===== config.mk =====
export PLATFORM = sky130hd
export DESIGN_NAME = fb_fill_writer
export DESIGN_NICKNAME = d
export VERILOG_FILES = /design/src/rtl/fb_fill_writer_pkg.sv /design/src/rtl/fb_addr_step.sv /design/src/rtl/fb_fill_writer.sv
export SDC_FILE = /design/constraint.sdc
export NUM_CORES = 1
export LEC_CHECK = 0
export CAP_MARGIN = 20
export CORE_AREA = 2 2 207 209
export CTS_CLUSTER_SIZE = 24
export DETAILED_ROUTE_END_ITERATION = 10
export DIE_AREA = 0 0 209 211
export GPL_TIMING_DRIVEN = 0
export PLACE_DENSITY = 0.48
export SKIP_CTS_REPAIR_TIMING = 1
export SLEW_MARGIN = 25
export SYNTH_ARGS = -nofsm -noshare
export SYNTH_HDL_FRONTEND = slang
export SYNTH_SLANG_ARGS = --single-unit

===== constraint.sdc =====
create_clock -name clk -period 8.17 [get_ports clk]
set_input_delay 1.2255 -clock clk [delete_from_list [all_inputs] [get_ports clk]]
set_output_delay 1.2255 -clock clk [all_outputs]
set_load 0.01 [all_outputs]

===== src/rtl/fb_fill_writer_pkg.sv =====
// Shared framebuffer definitions: raster geometry defaults, fill FSM encoding,
// command payload layout and the SRAM pixel word format.
package fb_fill_writer_pkg;

    localparam int unsigned H_ACTIVE_DEF = 800;
    localparam int unsigned V_ACTIVE_DEF = 600;
    localparam int unsigned ADDR_W_DEF   = 20;

    localparam int unsigned COORD_W = 12;  // command coordinate width
    localparam int unsigned CLIP_W  = 13;  // clip arithmetic width (x+w never overflows)
    localparam int unsigned COLOR_W = 24;
    localparam int unsigned DATA_W  = 32;

    typedef enum logic [1:0] {
        ST_IDLE  = 2'd0,
        ST_SETUP = 2'd1,
        ST_FILL  = 2'd2,
        ST_FIN   = 2'd3
    } fill_state_t;

    typedef struct packed {
        logic [COORD_W-1:0] x;
        logic [COORD_W-1:0] y;
        logic [COORD_W-1:0] w;
        logic [COORD_W-1:0] h;
        logic [COLOR_W-1:0] color;
    } fill_cmd_t;

    // {pad, R, G, B} word as stored in the SRAM
    function automatic logic [DATA_W-1:0] pixel_word(input logic [COLOR_W-1:0] color);
        return {8'h00, color};
    endfunction

endpackage


===== src/rtl/fb_addr_step.sv =====
// Row/column walker for a clipped rectangle.
// Ports: load (latch origin, clip limits, start address), step (advance one
// pixel row-major), addr (registered current pixel address), last_c (current
// pixel is the final one of the rectangle).
module fb_addr_step
    import fb_fill_writer_pkg::*;
#(
    parameter int unsigned H_ACTIVE = H_ACTIVE_DEF,
    parameter int unsigned ADDR_W   = ADDR_W_DEF
) (
    input  logic              clk,
    input  logic              rst,
    input  logic              load,
    input  logic              step,
    input  logic [CLIP_W-1:0] x0,
    input  logic [CLIP_W-1:0] y0,
    input  logic [CLIP_W-1:0] xe,
    input  logic [CLIP_W-1:0] ye,
    input  logic [ADDR_W-1:0] start_addr,
    output logic [ADDR_W-1:0] addr,
    output logic              last_c
);

    logic [CLIP_W-1:0] col_q, row_q, x0_q, xe_q, ye_q;
    logic [ADDR_W-1:0] row_base_q;
    logic              col_last_c, row_last_c;

    assign col_last_c = (CLIP_W'(col_q + CLIP_W'(1)) == xe_q);
    assign row_last_c = (CLIP_W'(row_q + CLIP_W'(1)) == ye_q);
    assign last_c     = col_last_c && row_last_c;

    // Column increments address by one; row wrap jumps to next row base.
    always_ff @(posedge clk or posedge rst) begin
        if (rst) begin
            col_q      <= '0;
            row_q      <= '0;
            x0_q       <= '0;
            xe_q       <= '0;
            ye_q       <= '0;
            row_base_q <= '0;
            addr       <= '0;
        end else if (load) begin
            col_q      <= x0;
            row_q      <= y0;
            x0_q       <= x0;
            xe_q       <= xe;
            ye_q       <= ye;
            row_base_q <= start_addr;
            addr       <= start_addr;
        end else if (step) begin
            if (col_last_c) begin
                col_q      <= x0_q;
                row_q      <= CLIP_W'(row_q + CLIP_W'(1));
                row_base_q <= ADDR_W'(row_base_q + ADDR_W'(H_ACTIVE));
                addr       <= ADDR_W'(row_base_q + ADDR_W'(H_ACTIVE));
            end else begin
                col_q <= CLIP_W'(col_q + CLIP_W'(1));
                addr  <= ADDR_W'(addr + ADDR_W'(1));
            end
        end
    end

endmodule


===== src/rtl/fb_fill_writer.sv =====
// Solid-rectangle fill engine: accepts a clipped fill command and writes one
// 32-bit pixel word per granted SRAM slot, row-major.
// Ports: cmd_* (command handshake and rectangle/colour), wr_grant (SRAM slot
// available), sram_wr_en/addr/data (write request held until granted),
// done (one-cycle completion pulse).
module fb_fill_writer
    import fb_fill_writer_pkg::*;
#(
    parameter int unsigned H_ACTIVE = H_ACTIVE_DEF,
    parameter int unsigned V_ACTIVE = V_ACTIVE_DEF,
    parameter int unsigned ADDR_W   = ADDR_W_DEF
) (
    input  logic               clk,
    input  logic               rst,
    input  logic               cmd_valid,
    output logic               cmd_ready,
    input  logic [COORD_W-1:0] cmd_x,
    input  logic [COORD_W-1:0] cmd_y,
    input  logic [COORD_W-1:0] cmd_w,
    input  logic [COORD_W-1:0] cmd_h,
    input  logic [COLOR_W-1:0] cmd_color,
    input  logic               wr_grant,
    output logic               sram_wr_en,
    output logic [ADDR_W-1:0]  sram_wr_addr,
    output logic [DATA_W-1:0]  sram_wr_data,
    output logic               done
);

    if (64'(H_ACTIVE) * 64'(V_ACTIVE) > (64'd1 << ADDR_W)) begin : g_addr_w_check
        $error("ADDR_W too narrow for H_ACTIVE*V_ACTIVE");
    end

    localparam logic [CLIP_W-1:0] H_LIM = CLIP_W'(H_ACTIVE);
    localparam logic [CLIP_W-1:0] V_LIM = CLIP_W'(V_ACTIVE);

    fill_state_t       state_q, state_d;
    fill_cmd_t         cmd_q;
    logic              accept_c, empty_c, step_c, last_c;
    logic [CLIP_W-1:0] x0_c, y0_c, xs_c, ys_c, xe_c, ye_c;
    logic [ADDR_W-1:0] start_addr_c;
    logic              ready_d, done_d, wr_en_d;

    assign accept_c = cmd_valid && cmd_ready;
    assign step_c   = sram_wr_en && wr_grant;

    // Clip against the active area in 13 bits.
    always_comb begin
        x0_c    = {1'b0, cmd_q.x};
        y0_c    = {1'b0, cmd_q.y};
        xs_c    = CLIP_W'(x0_c + {1'b0, cmd_q.w});
        ys_c    = CLIP_W'(y0_c + {1'b0, cmd_q.h});
        xe_c    = (xs_c > H_LIM) ? H_LIM : xs_c;
        ye_c    = (ys_c > V_LIM) ? V_LIM : ys_c;
        empty_c = (cmd_q.w == '0) || (cmd_q.h == '0) || (x0_c >= H_LIM) || (y0_c >= V_LIM);
    end

    // Start address y*H_ACTIVE + x as a constant shift-add.
    always_comb begin
        start_addr_c = ADDR_W'(cmd_q.x);
        for (int i = 0; i < 32; i++) begin
            if (H_ACTIVE[i]) begin
                start_addr_c = ADDR_W'(start_addr_c + (ADDR_W'(cmd_q.y) << i));
            end
        end
    end

    fb_addr_step #(
        .H_ACTIVE (H_ACTIVE),
        .ADDR_W   (ADDR_W)
    ) u_addr_step (
        .clk        (clk),
        .rst        (rst),
        .load       (state_q == ST_SETUP),
        .step       (step_c),
        .x0         (x0_c),
        .y0         (y0_c),
        .xe         (xe_c),
        .ye         (ye_c),
        .start_addr (start_addr_c),
        .addr       (sram_wr_addr),
        .last_c     (last_c)
    );

    // Next state and next registered outputs.
    always_comb begin
        state_d = state_q;
        case (state_q)
            ST_IDLE:  if (accept_c) state_d = ST_SETUP;
            ST_SETUP: state_d = empty_c ? ST_FIN : ST_FILL;
            ST_FILL:  if (step_c && last_c) state_d = ST_FIN;
            ST_FIN:   state_d = ST_IDLE;
            default:  state_d = ST_IDLE;
        endcase
        ready_d = (state_d == ST_IDLE);
        done_d  = (state_d == ST_FIN);
        wr_en_d = (state_d == ST_FILL);
    end

    always_ff @(posedge clk or posedge rst) begin
        if (rst) begin
            state_q      <= ST_IDLE;
            cmd_ready    <= 1'b1;
            done         <= 1'b0;
            sram_wr_en   <= 1'b0;
            sram_wr_data <= '0;
            cmd_q        <= '0;
        end else begin
            state_q    <= state_d;
            cmd_ready  <= ready_d;
            done       <= done_d;
            sram_wr_en <= wr_en_d;
            if (accept_c) begin
                cmd_q <= '{x: cmd_x, y: cmd_y, w: cmd_w, h: cmd_h, color: cmd_color};
            end
            if (state_q == ST_SETUP) begin
                sram_wr_data <= pixel_word(cmd_q.color);
            end
        end
    end

endmodule

---- Word-level counts from Yosys, hierarchy flattened ----
Index checks and enable logic that the tools add are counted.
word-level totals
  logic and storage cells ................. 69
  input bits .............................. 76
  register bits ........................... 205
cells by class
  reductions and logical operators ........ 14
  muxes and demuxes ....................... 18
  magnitude comparators ................... 4
  add/sub/neg operators ................... 9
  eq/ne operators ......................... 7
operators by type and width
  cell                                                                  number
  2-to-1 mux 20 bit                                                     6
  2-to-1 mux 13 bit                                                     8
  adder 12 x 12 -> 13 bit                                               2
  adder 13 x 1 -> 13 bit (second input constant)                        2
  equality test 13 bit                                                  2
  > comparator 13 x 10 -> 1 bit (second input constant)                 2
  greater-or-equal comparator 12 x 10 -> 1 bit (second input constant)  2
  zero test 12 bit                                                      2
  adder 18 x 20 -> 20 bit                                               1
  adder 20 x 1 -> 20 bit (second input constant)                        1
  adder 20 x 10 -> 20 bit (second input constant)                       1
  adder 20 bit                                                          1
  adder 12 x 17 -> 18 bit                                               1
  equality test 2 bit (second input constant)                           4
  one-hot mux 2 bit (4 select lines)                                    1
  logical AND 1 bit                                                     4
  zero test 2 bit                                                       2
  2-to-1 mux 2 bit                                                      2
  nonzero test 2 bit                                                    2
  logical OR 1 bit                                                      3
  equality test 2 x 1 -> 1 bit (second input constant)                  1
  AND reduction 2 bit                                                   1
  2-to-1 mux 1 bit                                                      1

---- Logic depth before layout (Yosys ltp) ----
Gate-level depths: netlist of the first run.
  depth in word-level cells ............... 7
  gate-level depth with buffers ........... 14
  mapped depth without buffers ............ 14

---- Modules after synthesis ----
Synthesis of the first run repeated with hierarchy kept, for this count alone.
second synthesis, totals
  cells, all modules ...................... 1277
  area, all modules ....................... 13097.6 um^2
modules (own cells, without submodules)
  module          cells an instance  times used  sequential area each (um^2)  area each (um^2)
  fb_addr_step    716                1           2627.5                       6718.9
  fb_fill_writer  561                1           2528.7                       6378.6

---- Worst setup path after synthesis of the first run ----
OpenSTA, ideal clock, no wires.
  kind .................................... reg2reg
  start ................................... register cmd_q[48] (netlist name)
  end ..................................... register u_addr_step.row_base_q[16]
  period minus slack after synthesis ...... 3.373 ns
  path buffers ............................ 0
  stages on the path, launching flop included .. 14
  arrival time ............................ 3.287 ns
  setup time .............................. 0.086 ns
  data required time ...................... 8.084 ns
  setup slack ............................. 4.797 ns
  path through ............................ dfrtp_1 > inv_1 > fa_1 > inv_1 > fa_1 > ha_1 > inv_1 > o21ai_0 > a2111oi_0 > or3_1 > o21ai_0 > xor2_1 > nor2_1 > nor3_1
on the way
  cells in the longest elaborated chain, start to end .. 4
ends and longest elaborated chain
  what                      RTL line               text
  start: declaration        fb_fill_writer.sv:37   fill_cmd_t cmd_q;
  start signal: assignment  fb_fill_writer.sv:113  cmd_q <= '{x: cmd_x, y: cmd_y, w: cmd_w, h: cmd_h, color: cmd_color};
  adder 12 x 17 -> 18 bit   fb_fill_writer.sv:62   start_addr_c = ADDR_W'(start_addr_c + (ADDR_W'(cmd_q.y) << i));
  adder 18 x 20 -> 20 bit   fb_fill_writer.sv:62
  adder 20 bit *            fb_fill_writer.sv:62
  2-to-1 mux 20 bit *       fb_addr_step.sv:42     end else if (load) begin
  end signal: assignment    fb_addr_step.sv:48     row_base_q <= start_addr;
  end signal: assignment    fb_addr_step.sv:54     row_base_q <= ADDR_W'(row_base_q + ADDR_W'(H_ACTIVE));
  end: declaration          fb_addr_step.sv:25     logic [ADDR_W-1:0] row_base_q;
Every way passes the cells marked *; elsewhere a longest branch is shown, timed or not.
A chain may end at the register's enable or synchronous reset.

---- Worst setup path in the final report of the first run ----
  start ................................... register cmd_q[49] (netlist name)
  end ..................................... register u_addr_step.addr[16]
on the way
  cells in the longest elaborated chain, start to end .. 4
ends and longest elaborated chain
  what                     RTL line              text
  adder 12 x 17 -> 18 bit  fb_fill_writer.sv:62
  adder 18 x 20 -> 20 bit  fb_fill_writer.sv:62
  adder 20 bit *           fb_fill_writer.sv:62
  2-to-1 mux 20 bit *      fb_addr_step.sv:42
  end signal: assignment   fb_addr_step.sv:49    addr <= start_addr;
  end signal: assignment   fb_addr_step.sv:55    addr <= ADDR_W'(row_base_q + ADDR_W'(H_ACTIVE));
  end signal: assignment   fb_addr_step.sv:58    addr <= ADDR_W'(addr + ADDR_W'(1));
  end: declaration         fb_addr_step.sv:20    output logic [ADDR_W-1:0] addr,
Marked as above.

==> results of run 1 <==
## stage by stage
stage | utilization (%) | instance area [um2]
6_report | 36.6 | 15300
5_1_grt | 36.6 | 15300
4_1_cts | 36.6 | 15300
3_5_place_dp | 34.5 | 14400
3_3_place_gp | 34.3 | 14300
2_1_floorplan | - | 12400
## layout by cell type, fill, tap and decap left out, types with 8 or more instances in the layout
cell type and n:
clkbuf_1 34, clkdlybuf4s50_1 122, nor4_1 12, nand3_1 35, nor2b_1 14, xnor2_1 64, a31oi_1 15, nand4_1 15
nand2_1 93, mux2_2 99, and2_1 10, ha_1 65, a211oi_1 21, nor2_1 61, and3_1 14, a21oi_1 49
o21ai_0 65, conb_1 8, buf_4 12, mux2i_1 9, nor3_1 33, dfrtp_1 204, clkbuf_16 27, fa_1 15
a21o_1 10, xor2_1 20, inv_1 81
## cells by family after synthesis
family / synth area share, %
simple gates: 14.9
compound gates: 13.8
flops: 41.3
buf+inv: 5.00
mux: 9.71
xor+xnor: 6.24
fa+ha+maj: 8.97
other cells: 0.0302
## metal layers
| metal | share of wire, % | track usage [%] | wire length, um | vias to the layer above |
|---|---|---|---|---|
| met5 | 0 | 0 | 0 | - |
| met4 | 1.8 | 4.24 | 706 | 0 |
| met3 | 5.4 | 3.42 | 2100 | 49 |
| met2 | 46 | 29.1 | 18000 | 234 |
| met1 | 47 | 24.4 | 18200 | 4918 |
| li1 | - | - | - | 4710 |
## worst max-delay path by stage
stage                      endpoint  slack [ns]  depth (start not counted)       from
2_1_floorplan              cmd_q[0]        1.35                          1        rst
3_3_place_gp   u_addr_step.addr[12]       -2.01                          2        rst
3_5_place_dp                   done        4.03                          8   wr_grant
4_1_cts        u_addr_step.addr[16]        4.18                         13  cmd_q[49]
5_1_grt        u_addr_step.addr[16]        4.00                         13  cmd_q[49]
6_report       u_addr_step.addr[16]        4.20                         13  cmd_q[49]
## critical path, delay by kind of cell, from the launching register on
kind                       cells  cell delay (ns)
DFF                            1             0.49
and+or+nand+nor                3             0.75
AOI/OAI and AO/OA              3             0.76
adders and majority gates      3             1.34
xor gates and xnor gates       1             0.23
buffers and inverters          3             0.32
## cells in the mapped netlist, drive strengths merged, types with 28 or more instances
cell | instances | area (um2)
nor3 | 34 | 175
nand3 | 35 | 175
dfrtp | 204 | 5100
clkbuf | 32 | 120
ha | 65 | 813
o21ai | 72 | 360
inv | 82 | 308
mux2 | 99 | 1110
a21oi | 49 | 245
buf | 28 | 189
nand2 | 93 | 349
xnor2 | 64 | 561
nor2 | 61 | 229
## layout make-up
type	count	area share, %
multi-input combinational	886	43.7
sequential	205	33.5
timing repair buffer	124	8.34
clock buffer	35	5.00
tap	539	4.41
inverter	83	2.09
buffer	60	2.02
clock inverter	12	0.932
## power breakdown
group | switching (W) | internal [W] | total, W
sequential | 0.000483 | 0.00148 | 0.00197
clock | 0.000475 | 0.000748 | 0.00122
combinational | 0.00244 | 0.00197 | 0.00441
## registers in the layout, summed over array words and instances, names as in the netlist
signal,flops
cmd_q,72
sram_wr_data,24
u_addr_step.addr,20
u_addr_step.row_base_q,20
u_addr_step.col_q,13
u_addr_step.row_q,13
u_addr_step.xe_q,13
u_addr_step.ye_q,13
u_addr_step.x0_q,12
state_q,2
cmd_ready,1
done,1
sram_wr_en,1
==> results.py, run 1 <==
metrics = {
    "floorplanning": {
        "area_of_the_core_region_um2": 41800,
        "boundaryPins": 131,
        "die-area_um2": 44100,
        "initial_utilization_pct": 29.7,
        "placement_rows": 75,
        "floorplan.die.width_um": 209,
        "die_h_um": 211,
    },
    "timing": {
        "timing.final.ws_setup_ns": 4.20,
        "layout_min_cycle_time_ns": 3.97,
        "final.setup_skew_ns": 0.0209,
        "setup_viol_count_final": 0,
        "finalHoldWorstSlack_ns": 0.500,
        "totalNegativeSetupSlack_ns": 0,
        "maxSlewViolCount": 0,
        "worst_slew_pin_slew_ns": 0.984,
        "rsz0062_at_grt": "false",
        "slew_headroom_pct": 34.4,
        "fmax_ghz": 0.252,
        "hold_violations": 0,
        "post-route-period-util_pct": 48.6,
    },
    "cells_and_area": {
        "ff_latch_area_um2": 5130,
        "fin_nets": 1543,
        "multiInputGateArea_um2": 6680,
        "number_of_antenna_cells_inserted": 0,
        "n_fill_cell": 4232,
        "drive_above_1_share_pct": 13.7,
        "layout.cells.non_filler": 1944,
        "flow.area_growth_from_synthesis_pct": 23.3,
    },
    "worst_setup_path": {
        "criticalPathCategory": "flip-flop to flip-flop",
        "startpoint_type": "flip-flop",
        "worstReg2RegEnd": "u_addr_step.addr[16]",
        "slowest_stage": "fa_1",
        "ff2ff_path_depth": 13,
        "crit-reg2reg-launch": "cmd_q[49]",
        "rrSetupSlack_ns": 4.20,
        "cp_cell_sequence": "inv_1 > fa_1 > inv_1 > fa_1 > ha_1 > inv_1 > o21ai_0 > a2111oi_0 > or3_1 > o21ai_0 > xor2_1 > nor2_1 > nor3_1",
        "timing.critical_path.to_type": "flip-flop",
        "critical_path.max_stage_delay_ns": 0.54,
        "timing.critical_path.fanout_max": 5,
        "worstPathArrival_ns": 4.43,
        "path_common_cell": "inv_1",
        "crit_required_ns": 8.63,
    },
    "power_and_ir_drop": {
        "p_leak_nw": 6.42,
        "peak_supply_drop_uv": 294,
        "p_per_area_nw_per_um2": 497,
        "fin_total_pwr_w": 0.00760,
    },
    "clocking": {
        "htree_num_levels": 1,
        "tritoncts": "built",
        "cts-root-buf": "clkbuf_16",
        "numCtsBuffers": 27,
        "clock_sinks": 205,
        "clk_pin_slew_ns": 0.06,
        "worst_skew_pair.late_latency_ns": 0.55,
        "cts_buffer_depth": 3,
    },
    "synthesis": {
        "synth_area_um2": 12400,
        "synth_async_sr_flop_share_pct": 100,
        "synth.distinct_cells": 85,
        "ys_ff_latch": 205,
        "synth-edff-count": 0,
        "ys_dominant_reg_cell": "dfrtp_1",
        "ys.warnings.count": 0,
        "syn-instance-count": 1227,
        "post_synth.cell_area_avg_um2": 10.1,
        "synth-seq-area-share_pct": 41.3,
    },
    "placed_design": {
        "gp_routability_congestion": 0.850,
        "buffer_ports.inserted": 122,
        "hpwlAfterDp_um": 28800,
        "pre_cts_ws_ns": 4.03,
        "place_inst": 1897,
    },
    "run": {
        "timing.max_cap.violations": 0,
    },
    "global_routing": {
        "grt.overflow.total": 0,
        "pin_count_of_the_biggest_net_entering_global_routing": 90,
        "grt_first_pass_wirelength_um": 60700,
        "first_global_vias": 10091,
        "initial_antenna_violation_count": 0,
        "global_route.usage.total_pct": 17.8,
    },
    "route": {
        "route.detailed.wl_per_inst_um": 20.0,
        "drt_pre_antenna_iters": 5,
        "num_vias": 9911,
        "detail_route.vias_per_cell": 5.10,
        "detail_route.wirelength_um": 38900,
        "final_antenna_net_count": 0,
        "number_of_drc_violations_after_detailed_routing_iteration_0": 505,
        "post-route-drc-count": 0,
    },
    "run_status": {
        "run_status": "complete, no violations",
    },
    "worst_hold_path": {
        "worstHoldPathCells": 1,
        "hold_path.class": "flip-flop to flip-flop",
        "min-delay-start": "cmd_q[3]",
        "min_to": "cmd_q[3]",
    },
}
(Power assumes the default switching activity.)
==> inputs of run 2 (changes only) <==
PLACE_DENSITY = 0.5   (was 0.48)
clock period = 3.2 ns   (was 8.17 ns; I/O delays follow)
==> run 2 against run 1 <==
Against the previous run: the run now ends with negative setup slack left; register-to-register slack got worse by 4.3 ns; worst hold slack got worse by 0.16 ns; sequential cell count unchanged; count of clock-buffer cells in the layout increased by 7; total power increased to 2.9 times the previous value; via count increased by 2.8%; combinational power increased to 3.1 times the previous value; clock power increased by 150%; global-route usage decreased by 0.089 points; critical path type unchanged; critical endpoint unchanged; largest power group unchanged.
==> results.py, run 2 (synthesis results as in run 1) <==
metrics = {
    "floorplanning": {
        "placement_rows": 75,
        "floorplan.die.width_um": 209,
        "die-area_um2": 44100,
        "area_of_the_core_region_um2": 41800,
        "die_h_um": 211,
        "boundaryPins": 131,
        "initial_utilization_pct": 29.7,
    },
    "worst_setup_path": {
        "cp_cell_sequence": "inv_2 > fa_1 > inv_1 > fa_1 > ha_4 > inv_2 > o21ai_4 > a2111oi_4 > or3_4 > o21ai_2 > xor2_2 > nor2_2 > nor3_2",
        "criticalPathCategory": "flip-flop to flip-flop",
        "crit-reg2reg-launch": "cmd_q[48]",
        "worstPathArrival_ns": 3.73,
        "cp.depth": 13,
        "ff2ff_path_depth": 13,
        "path_buf_inv": 3,
        "crit_required_ns": 3.66,
        "largest_delay_contributor_family_on_the_critical_path": "adder cells",
        "rrSetupSlack_ns": -0.07,
        "startpoint_type": "flip-flop",
        "slowest_stage": "fa_1",
        "worstReg2RegEnd": "u_addr_step.addr[16]",
        "timing.critical_path.to_type": "flip-flop",
        "critical_path.max_stage_delay_ns": 0.53,
        "timing.critical_path.fanout_max": 4,
    },
    "run": {
        "timing.max_cap.violations": 0,
    },
    "timing": {
        "fmax_ghz": 0.306,
        "setup_viol_count_final": 2,
        "rsz0062_at_grt": "true",
        "maxSlewViolCount": 0,
        "layout_min_cycle_time_ns": 3.27,
        "final.setup_skew_ns": 0.0134,
        "finalHoldWorstSlack_ns": 0.335,
        "worst_slew_pin_slew_ns": 0.995,
        "post-route-period-util_pct": 102,
        "hold_violations": 0,
        "timing.final.ws_setup_ns": -0.0718,
        "slew_headroom_pct": 33.6,
    },
    "placed_design": {
        "hpwlAfterDp_um": 28800,
        "buffer_ports.inserted": 122,
        "place_inst": 1903,
        "gp_routability_congestion": 0.856,
    },
    "clocking": {
        "htree_num_levels": 1,
        "clk_pin_slew_ns": 0.06,
        "cts_buffer_depth": 3,
        "clock_sinks": 205,
        "worst_skew_pair.late_latency_ns": 0.55,
        "numCtsBuffers": 26,
        "cts-root-buf": "clkbuf_16",
        "tritoncts": "built",
    },
    "power_and_ir_drop": {
        "fin_total_pwr_w": 0.0218,
        "peak_supply_drop_uv": 1030,
        "p_per_area_nw_per_um2": 1360,
        "p_leak_nw": 6.70,
    },
    "cells_and_area": {
        "fin_nets": 1579,
        "mostFrequentLayoutCell": "dfrtp_1",
        "drive_above_1_share_pct": 21.0,
        "ff_latch_area_um2": 5150,
        "number_of_antenna_cells_inserted": 0,
        "largest_registers": "cmd_q: 72 flops, sram_wr_data: 24 flops",
        "layout.cells.most_common_list": "191 x dfrtp_1, 122 x clkdlybuf4s50_1, 99 x mux2_2",
        "multiInputGateArea_um2": 7010,
        "n_fill_cell": 4144,
        "layout.cells.non_filler": 1982,
        "largest_register_ffs": 72,
        "flow.area_growth_from_synthesis_pct": 29.1,
        "max_flop_register": "cmd_q",
    },
    "route": {
        "num_vias": 10188,
        "drt_pre_antenna_iters": 5,
        "detail_route.vias_per_cell": 5.14,
        "final_antenna_net_count": 0,
        "number_of_drc_violations_after_detailed_routing_iteration_0": 625,
        "route.detailed.wl_per_inst_um": 19.8,
        "detail_route.wirelength_um": 39300,
        "post-route-drc-count": 0,
    },
    "global_routing": {
        "global_route.usage.total_pct": 17.7,
        "initial_antenna_violation_count": 0,
        "first_global_vias": 10425,
        "pin_count_of_the_biggest_net_entering_global_routing": 32,
        "grt.overflow.total": 0,
        "grt_first_pass_wirelength_um": 60800,
    },
    "run_status": {
        "violations": "negative setup slack",
        "run_status": "finished with violations",
    },
    "worst_hold_path": {
        "hold_path.class": "input pin to async pin",
    },
}
[run 2: worst max-delay path by stage]
stage,startpoint,end
finish,cmd_q[48],u_addr_step.addr[16]
global route,cmd_q[49],u_addr_step.row_base_q[16]
CTS,cmd_q[52],u_addr_step.addr[16]
detailed placement,cmd_q[52],u_addr_step.addr[16]
global placement,rst,u_addr_step.addr[14]
floorplan,cmd_q[48],u_addr_step.row_base_q[19]
[run 2: final cells by class]
| class | count | area share [%] |
|---|---|---|
| buffer | 60 | 1.95 |
| timing repair buffer | 161 | 10.3 |
| clock buffer | 42 | 5.19 |
| sequential | 205 | 32.1 |
| inverter | 83 | 2.10 |
| tap | 539 | 4.21 |
| multi-input combinational | 886 | 43.8 |
| clock inverter | 6 | 0.375 |
[run 2: routing by layer]
metal | part of all wire [%] | GRT usage, %
met5 | 0 | 0
met4 | 3.0 | 5.71
met3 | 5.1 | 3.57
met2 | 47 | 29.3
met1 | 45 | 23.4
[run 2: report_power, final]
part | switching (W) | internal, W | total (W)
sequential | 0.00118 | 0.00381 | 0.00499
clock | 0.00118 | 0.00185 | 0.00303
combinational | 0.00737 | 0.00645 | 0.0138
total | 0.00973 | 0.0121 | 0.0218
[run 2: per-stage QoR]
step | setup slack (ns) | TNS [ns] | instance area (um2) | utilization [%]
after floorplan | 0.000497 | 0 | 12400 | -
after global placement | -1.77 | -367.17 | 14300 | 34.3
after detailed placement | -0.596 | -9.70 | 14500 | 34.8
after CTS | -0.629 | -8.90 | 15400 | 36.9
after global routing | -0.206 | -0.781 | 16000 | 38.4
final | -0.0718 | -0.131 | 16000 | 38.4
==> inputs of run 3 (changes only) <==
SLEW_MARGIN = 20   (was 25)
==> run 3 against run 2 <==
Against the previous run: the flow still finishes with violations (negative setup slack); first-iteration DRC count is 7.4% lower; clock skew shrank 0.0011 ns; count of clock-buffer cells in the layout up 1; register-to-register slack gained 0.04 ns; maximum frequency is 1.1% higher; total power decreased by 0.36%; sequential power barely moved; critical path type unchanged; largest cell class unchanged; largest power group unchanged.
==> results.py, run 3 (synthesis results as in run 1) <==
metrics = {
    "run_status": {
        "run_status": "finished with violations",
        "violations": "negative setup slack",
    },
    "floorplanning": {
        "area_of_the_core_region_um2": 41800,
        "die-area_um2": 44100,
        "die_h_um": 211,
        "boundaryPins": 131,
        "placement_rows": 75,
        "initial_utilization_pct": 29.7,
        "floorplan.die.width_um": 209,
    },
    "route": {
        "route.detailed.wl_per_inst_um": 19.9,
        "m1WireLength_um": 17900,
        "met3WireLength_um": 2230,
        "detail_route.vias_per_cell": 5.12,
        "number_of_drc_violations_after_detailed_routing_iteration_0": 579,
        "final_antenna_net_count": 0,
        "route.met2.wl_um": 18300,
        "post-route-drc-count": 0,
        "drt_pre_antenna_iters": 5,
        "num_vias": 10130,
        "detail_route.wirelength_um": 39300,
        "route.top_layer_used": "met4",
    },
    "timing": {
        "maxSlewViolCount": 0,
        "final.setup_skew_ns": 0.0123,
        "post-route-period-util_pct": 101,
        "hold_violations": 0,
        "timing.final.ws_setup_ns": -0.0364,
        "worst_slew_pin_slew_ns": 1.05,
        "finalHoldWorstSlack_ns": 0.351,
        "setup_viol_count_final": 3,
        "fmax_ghz": 0.309,
        "rsz0062_at_grt": "true",
        "layout_min_cycle_time_ns": 3.24,
        "slew_headroom_pct": 30.2,
    },
    "placed_design": {
        "dpl-instance-area_um2": 14500,
        "buffer_ports.inserted": 122,
        "hpwlAfterDp_um": 28700,
        "pre_cts_ws_ns": -0.561,
        "gp_routability_congestion": 0.856,
    },
    "cells_and_area": {
        "largest_register_ffs": 72,
        "number_of_antenna_cells_inserted": 0,
        "layout.cells.most_common_list": "192 x dfrtp_1, 122 x clkdlybuf4s50_1, 99 x mux2_2",
        "largest_registers": "cmd_q: 72 flops, sram_wr_data: 24 flops",
        "max_flop_register": "cmd_q",
        "drive_above_1_share_pct": 20.4,
        "finalCoreUtilization_pct": 38.1,
        "final_area_um2": 15900,
        "flow.area_growth_from_synthesis_pct": 28.4,
        "mostFrequentLayoutCell": "dfrtp_1",
        "fin_nets": 1575,
    },
    "global_routing": {
        "grt_first_pass_wirelength_um": 61200,
        "grt.overflow.total": 0,
        "initial_antenna_violation_count": 0,
        "pin_count_of_the_biggest_net_entering_global_routing": 35,
        "first_global_vias": 10297,
        "global_route.usage.total_pct": 17.9,
    },
    "worst_setup_path": {
        "timing.critical_path.to_type": "flip-flop",
        "crit_required_ns": 3.65,
        "timing.critical_path.fanout_max": 4,
        "worstPathArrival_ns": 3.68,
        "criticalPathCategory": "flip-flop to flip-flop",
        "startpoint_type": "flip-flop",
    },
    "clocking": {
        "clk_pin_slew_ns": 0.06,
        "clock_sinks": 205,
        "worst_skew_pair.late_latency_ns": 0.57,
        "cts-root-buf": "clkbuf_16",
        "cts_buffer_depth": 3,
        "tritoncts": "built",
        "numCtsBuffers": 27,
        "htree_num_levels": 1,
    },
    "run": {
        "timing.max_cap.violations": 0,
    },
    "power_and_ir_drop": {
        "net-switching-power_w": 0.00975,
        "clockPowerShare_pct": 13.9,
        "peak_supply_drop_uv": 852,
        "p_sw_share_pct": 44.8,
        "fin_total_pwr_w": 0.0218,
        "p_leak_nw": 6.65,
        "p_per_area_nw_per_um2": 1370,
        "combPwrFrac_pct": 63.2,
        "seqPwrFrac_pct": 22.9,
        "p_int_w": 0.0120,
    },
    "worst_hold_path": {
        "hold_path.class": "input pin to async pin",
    },
}
run 3: cell types whose count changed in the layout (fill, tap and decap cells not counted), sizes merged:
cell,previous run,this run
buf,66,62
clkinvlp,4,2
inv,79,81
run 3: per-layer routing:
metal,track usage (%),up-vias
li1,-,4784
met2,29.3,285
met5,0,-
met1,24.4,4998
met4,4.63,0
met3,3.37,63
run 3: area by class of cell:
type                    count  area [um2]
repair buffers            156        1560
multi-input cells         886        7010
fillers                  4177       25800
clock buffers              43         816
well taps                 539         674
inverters                  83         330
plain buffers              60         313
flip-flops and latches    205        5150
clock inverters             6        76.3
run 3: worst max-delay path: stages (launching register included):
cell      delay (ns)
dfrtp_2         0.43
clkinv_4        0.11
fa_1            0.51
inv_1           0.05
fa_1            0.48
ha_4            0.28
nand2b_4        0.08
a21oi_4         0.06
o311a_1         0.30
a211oi_2        0.22
xnor2_2         0.17
nor2_2          0.08
buf_4           0.14
o22a_1          0.20
run 3: path summary, 6_finish.rpt:
| path | cells after the start | start | end | slack [ns] |
|---|---|---|---|---|
| max reg2reg | 13 | cmd_q[49] | u_addr_step.row_base_q[19] | -0.04 |
| min in group clk | 1 | cmd_q[19] | cmd_q[19] | 0.50 |
| max | 13 | cmd_q[49] | u_addr_step.row_base_q[19] | -0.04 |
| min reg2reg | 1 | cmd_q[19] | cmd_q[19] | 0.50 |
| min | 2 | rst | cmd_q[29] | 0.35 |
| max in group asynchronous | 4 | rst | sram_wr_data[2] | 2.01 |
run 3: per-stage QoR:
stage / TNS (ns) / cells
2_1_floorplan: 0 / 1234
3_3_place_gp: -367.17 / 1895
3_5_place_dp: -9.50 / 1901
4_1_cts: -8.43 / 1950
5_1_grt: -0.926 / 1978
6_report: -0.0909 / 1978
run 3: power groups by stage:
stage                     Sequential [W]  Clock (W)  Combinational [W]
final                            0.00499    0.00302             0.0137
after global routing             0.00518    0.00324             0.0152
after CTS                        0.00503    0.00311             0.0115
after detailed placement         0.00506          0             0.0114
after global placement           0.00504          0             0.0112
after floorplan                  0.00472          0            0.00810
